==> src/rtl/q_learning_engine.sv <==
// Q-learning datapath: owns the Q-table, searches the next-state row for its max,
// applies a saturating temporal-difference update and writes the result back.
module q_learning_engine #(
    parameter int DATA_WIDTH    = 16,
    parameter int ACTIONS       = 4,
    parameter int STATES        = 16,
    parameter int ACTIONS_WIDTH = (ACTIONS > 1) ? $clog2(ACTIONS) : 1,
    parameter int STATES_WIDTH  = $clog2(STATES),
    parameter int ALPHA_SHIFT   = 1,
    parameter int GAMMA_SHIFT   = 3
) (
    input  logic                     clk,
    input  logic                     rst,
    input  logic                     i_valid,
    output logic                     o_ready,
    input  logic                     i_clear,
    input  logic [STATES_WIDTH-1:0]  i_st,
    input  logic [STATES_WIDTH-1:0]  i_next_st,
    input  logic [ACTIONS_WIDTH-1:0] i_at,
    input  logic [DATA_WIDTH-1:0]    i_rt,
    output logic                     o_valid,
    output logic [DATA_WIDTH-1:0]    o_q_new,
    output logic [DATA_WIDTH-1:0]    o_max_q,
    output logic [ACTIONS_WIDTH-1:0] o_at_max
);

    localparam int W = DATA_WIDTH + 3;
    localparam logic [STATES_WIDTH:0]    STATES_L  = (STATES_WIDTH + 1)'(STATES);
    localparam logic [ACTIONS_WIDTH:0]   ACTIONS_L = (ACTIONS_WIDTH + 1)'(ACTIONS);
    localparam logic [STATES_WIDTH-1:0]  LAST_ST   = STATES_WIDTH'(STATES - 1);
    localparam logic [ACTIONS_WIDTH-1:0] LAST_ACT  = ACTIONS_WIDTH'(ACTIONS - 1);
    localparam logic signed [W-1:0] SAT_MAX = {{4{1'b0}}, {(DATA_WIDTH-1){1'b1}}};
    localparam logic signed [W-1:0] SAT_MIN = {{4{1'b1}}, {(DATA_WIDTH-1){1'b0}}};

    typedef enum logic [2:0] {IDLE, CLEAR, READ, MAX, UPDATE, WRITE} state_t;

    state_t state, state_nxt;

    logic signed [DATA_WIDTH-1:0] q_table [STATES][ACTIONS];
    logic signed [DATA_WIDTH-1:0] row_r [ACTIONS];
    logic signed [DATA_WIDTH-1:0] q_r, rt_r, max_r, q_new_sat;
    logic [STATES_WIDTH-1:0]      st_r, next_st_r, clr_cnt;
    logic [ACTIONS_WIDTH-1:0]     at_r, amax_r, idx_r;
    logic                         in_range_r, in_range_in;
    logic signed [W-1:0]          q_w, rt_w, max_w, td_w, q_new_w;

    assign in_range_in = ({1'b0, i_st} < STATES_L) && ({1'b0, i_next_st} < STATES_L)
                      && ({1'b0, i_at} < ACTIONS_L);

    always_ff @(posedge clk or posedge rst) begin
        if (rst) state <= IDLE;
        else     state <= state_nxt;
    end

    always_comb begin
        state_nxt = state;
        case (state)
            IDLE:    if (i_clear) state_nxt = CLEAR;
                     else if (i_valid) state_nxt = READ;
            CLEAR:   if (clr_cnt == LAST_ST) state_nxt = IDLE;
            READ:    state_nxt = (ACTIONS == 1) ? UPDATE : MAX;
            MAX:     if (idx_r == LAST_ACT) state_nxt = UPDATE;
            UPDATE:  state_nxt = WRITE;
            WRITE:   state_nxt = IDLE;
            default: state_nxt = IDLE;
        endcase
    end

    always_comb begin
        o_ready = (state == IDLE);
        o_valid = (state == WRITE);
    end

    // Sign-extended TD arithmetic; the 3 guard bits cover the worst-case sum.
    always_comb begin
        q_w     = q_r;
        rt_w    = rt_r;
        max_w   = max_r;
        td_w    = rt_w + max_w - (max_w >>> GAMMA_SHIFT) - q_w;
        q_new_w = q_w + (td_w >>> ALPHA_SHIFT);
        if (q_new_w > SAT_MAX)      q_new_sat = SAT_MAX[DATA_WIDTH-1:0];
        else if (q_new_w < SAT_MIN) q_new_sat = SAT_MIN[DATA_WIDTH-1:0];
        else                        q_new_sat = q_new_w[DATA_WIDTH-1:0];
    end

    // NOTE: the table is a register array, so it can take the async reset like any flop;
    // a RAM macro could not be zeroed this way and would need the CLEAR sweep instead.
    always_ff @(posedge clk or posedge rst) begin
        if (rst) begin
            for (int s = 0; s < STATES; s++)
                for (int a = 0; a < ACTIONS; a++)
                    q_table[s][a] <= '0;
        end else if (state == CLEAR) begin
            for (int a = 0; a < ACTIONS; a++)
                q_table[clr_cnt][a] <= '0;
        end else if (state == WRITE && in_range_r) begin
            q_table[st_r][at_r] <= o_q_new;
        end
    end

    always_ff @(posedge clk or posedge rst) begin
        if (rst) begin
            st_r       <= '0;
            next_st_r  <= '0;
            at_r       <= '0;
            rt_r       <= '0;
            q_r        <= '0;
            max_r      <= '0;
            amax_r     <= '0;
            idx_r      <= '0;
            clr_cnt    <= '0;
            in_range_r <= 1'b0;
            o_q_new    <= '0;
            o_max_q    <= '0;
            o_at_max   <= '0;
            for (int a = 0; a < ACTIONS; a++) row_r[a] <= '0;
        end else begin
            case (state)
                IDLE: begin
                    clr_cnt <= '0;
                    if (!i_clear && i_valid) begin
                        st_r       <= i_st;
                        next_st_r  <= i_next_st;
                        at_r       <= i_at;
                        rt_r       <= i_rt;
                        in_range_r <= in_range_in;
                    end
                end
                CLEAR: clr_cnt <= clr_cnt + 1'b1;
                READ: begin
                    // Row is copied before any write, so st == next_st sees the old row.
                    q_r    <= in_range_r ? q_table[st_r][at_r] : '0;
                    max_r  <= in_range_r ? q_table[next_st_r][0] : '0;
                    amax_r <= '0;
                    idx_r  <= ACTIONS_WIDTH'(1);
                    for (int a = 0; a < ACTIONS; a++)
                        row_r[a] <= in_range_r ? q_table[next_st_r][a] : '0;
                end
                MAX: begin
                    if (row_r[idx_r] > max_r) begin
                        max_r  <= row_r[idx_r];
                        amax_r <= idx_r;
                    end
                    idx_r <= idx_r + 1'b1;
                end
                UPDATE: begin
                    o_q_new  <= in_range_r ? q_new_sat : '0;
                    o_max_q  <= max_r;
                    o_at_max <= amax_r;
                end
                default: ;
            endcase
        end
    end

endmodule
==> config.mk <==
export PLATFORM = sky130hd
export DESIGN_NAME = q_learning_engine
export DESIGN_NICKNAME = d
export VERILOG_FILES = /design/src/rtl/q_learning_engine.sv
export SDC_FILE = /design/constraint.sdc
export NUM_CORES = 2
export LEC_CHECK = 0
export ABC_AREA = 1
export CAP_MARGIN = 40
export CORE_UTILIZATION = 50
export CTS_CLUSTER_DIAMETER = 200
export CTS_CLUSTER_SIZE = 24
export DETAILED_ROUTE_END_ITERATION = 10
export GPL_TIMING_DRIVEN = 0
export PLACE_DENSITY = 0.66
export REMOVE_ABC_BUFFERS = 1
export SLEW_MARGIN = 20
export SYNTH_ARGS = -nofsm -noshare
export SYNTH_HDL_FRONTEND = slang
export SYNTH_SLANG_ARGS = --single-unit
==> constraint.sdc <==
create_clock -name clk -period 99.4 [get_ports clk]
set_input_delay 9.94 -clock clk [delete_from_list [all_inputs] [get_ports clk]]
set_output_delay 9.94 -clock clk [all_outputs]
set_load 0.005 [all_outputs]
==> metrics <==
outcome complete, no violations; worst flop-to-flop path endpoint o_q_new[0]$_DFFE_PP0N_; arrival time at the worst endpoint 2.65 ns; clock root buffer clkbuf_16; total CTS buffers 55; Worst-path clk slew 0.11 ns; crit-path max FO 3; synth unique cells 37; Crit Path Class reg -> out; gpl congestion 0.961; setup tns final 0 ns; Top Ports 66; Netlist Area Pre-Place 62300 um2; Final HPWL DP 163000 um; Starting Density 0.504; core outline area 124000 um2; CTS tree built; Worst path most repeated cell nor2_1; slowest CP cell clkdlybuf4s50_1; critical path data required time 89.46 ns; initial antenna violation count 8; ANT nets after route 0; Vias/cell 6.80; final WL 255000 um; Global Route Usage Sum 0.396; Final Max Slew Viols 0; layout cells sized above 1 0.0464; Clk Latency, worst-skew pair 0.75 ns; nets 7494; H-tree levels 2; Hold Crit Class reg -> reg; yosys warns 0; Hold Vio Cnt, Final 0; number of remaining DRC errors 0; post-route setup slack 86.81 ns; pin count of the biggest net entering global routing 105; # resized after CTS 0; sequential-to-total area share from yosys stat 0.479; Worst-Margin Slew 1.04 ns; fmax 79.4 MHz; VDD IR max 0.0000428 V; Pleak 29.8 nW; Die X 355 um; most frequent cells in the layout o21ai_0, o22ai_1, dfrtp_1, inv_1, nand2_1; fillers 11400; fin crit share 0.127; commonest non-fill, non-tap cell in the layout o21ai_0; Hold Path Origin row_r[31]$_DFFE_PP0P_; Hold Crit Depth 2; Synth-to-Final Area Change 9.06%; total die area 126000 um2; crit start category flop; wire per inst 28.2 um; asr flop ratio synth 1.00; mean post-synth cell area 8.09 um2; first-pass GRT wire length 377000 um; RSZ-0062 raised after global routing no; Pwr per Cell Area 39.1 nW/um2; gate count of the mapped netlist 7699; Setup Fix Bufs, Post-CTS 0; Clock Path Buffers 3; r2r setup slk 93.64 ns; Register-to-Register Path Depth 27; hold_buf cts 0; die height 355 um; Placement Rows 129; r2r startpoint q_r[0]$_DFFE_PP0P_; Fin Clk Skew 0.0489 ns; Post-synth EDFFs 0; drt pass-1 iters 10; worst stage delay on the critical path 0.63 ns; Crit. End Element output pin; # setup viols final 0; Synth Flop Type dfrtp_1; Sink Count 1192; Worst slew margin 0.306; critical-path cell list nor2_1 -> inv_1 -> nor2_1 -> clkdlybuf4s50_1; fin crit period 12.59 ns; vias in the first global route 56800; WHS Endpoint row_r[31]$_DFFE_PP0P_; Remaining Overflow, GRT 0; max-cap viol count 0; pre-CTS WS 86.67 ns; Yosys reg bits 1192; initial DRC count 9652; Port-buffer cells 65; Vias 61300
[synthesized netlist by cell type (59+ instances only)]
| library cell | number | area share |
|---|---|---|
| o22ai_1 | 1300 | 0.13 |
| inv_1 | 1024 | 0.062 |
| buf_2 | 116 | 0.0093 |
| nand2_1 | 804 | 0.048 |
| a21oi_1 | 461 | 0.037 |
| o21ai_0 | 1380 | 0.11 |
| nand3_1 | 328 | 0.026 |
| nor2_1 | 226 | 0.014 |
| clkbuf_1 | 471 | 0.028 |
| buf_1 | 67 | 0.0040 |
| ha_1 | 59 | 0.012 |
| dfrtp_1 | 1192 | 0.48 |
[final cells by class]
class / instances / area (um2) / area share
antenna: 4 / 10.0 / 0.000147
clock buffer: 60 / 1440 / 0.0212
clock inverter: 1 / 8.76 / 0.000129
inverter: 1055 / 4060 / 0.0597
multi-input combinational: 4796 / 26000 / 0.383
sequential: 1192 / 29800 / 0.440
tap: 1637 / 2050 / 0.0302
timing repair buffer: 272 / 4510 / 0.0664
[critical path: cells and delay by family (launching register included)]
kind                   cells  cell delay, ns
AND/OR/NAND/NOR            2            0.78
flip-flops                 1            0.43
buffers and inverters      2            0.70
[where the power goes]
| group | switching [mW] | total [mW] | internal [mW] |
|---|---|---|---|
| combinational | 1.13 | 1.65 | 0.526 |
| sequential | 0.0961 | 0.731 | 0.635 |
| clock | 0.166 | 0.269 | 0.103 |
| total | 1.39 | 2.65 | 1.26 |
[sequential cells by signal, summed over array words and instances (netlist names), 3 cells and up]
signal	flops
row_r	64
clr_cnt	4
o_max_q	16
state	3
q_r	16
st_r	4
q_table	1024
o_q_new	16
rt_r	16
max_r	16
next_st_r	4
[metrics by stage]
stage	hold slack [ns]	cells	util	total power, mW	instance area (um2)
after floorplan	0.446	7043	-	1.75	59600
after global placement	0.469	8745	0.504	2.27	62300
after CTS	0.494	8988	0.547	2.58	67600
after detailed placement	0.471	8927	0.535	2.32	66100
after global routing	0.515	9013	0.549	2.81	67900
final	0.490	9017	0.549	2.65	67900
[worst max path at each step]
stage | from | endpoint | cells past startpoint
CTS | state[0]$_DFFE_PP0P_ | o_ready | 4
global placement | rst | q_table[682]$_DFFE_PP0P_ | 2
finish | state[1]$_DFFE_PP0P_ | o_ready | 4
floorplan | rst | amax_r[0]$_DFFE_PP0P_ | 1
global route | state[0]$_DFFE_PP0P_ | o_ready | 4
detailed placement | rst | q_table[682]$_DFFE_PP0P_ | 6
[routing by layer]
metal | part of all wire | vias up | track usage
met4 | 0.068 | 10 | 0.231
met3 | 0.14 | 823 | 0.134
met2 | 0.41 | 4648 | 0.544
met5 | 0.00065 | - | 0.00717
met1 | 0.38 | 29700 | 0.540
li1 | - | 26200 | -
[logic make-up after synthesis]
kind of cell / count (synthesis) / share of synthesized area
AO/OA/AOI/OAI: 3239 / 0.292
buffers and inverters: 1711 / 0.106
AND/OR/NAND/NOR: 1430 / 0.0957
flip-flops: 1192 / 0.479
adder cells (fa/ha/maj): 92 / 0.0225
XOR/XNOR: 30 / 0.00422
multiplexers: 5 / 0.000904
(Power assumes the default switching activity.)
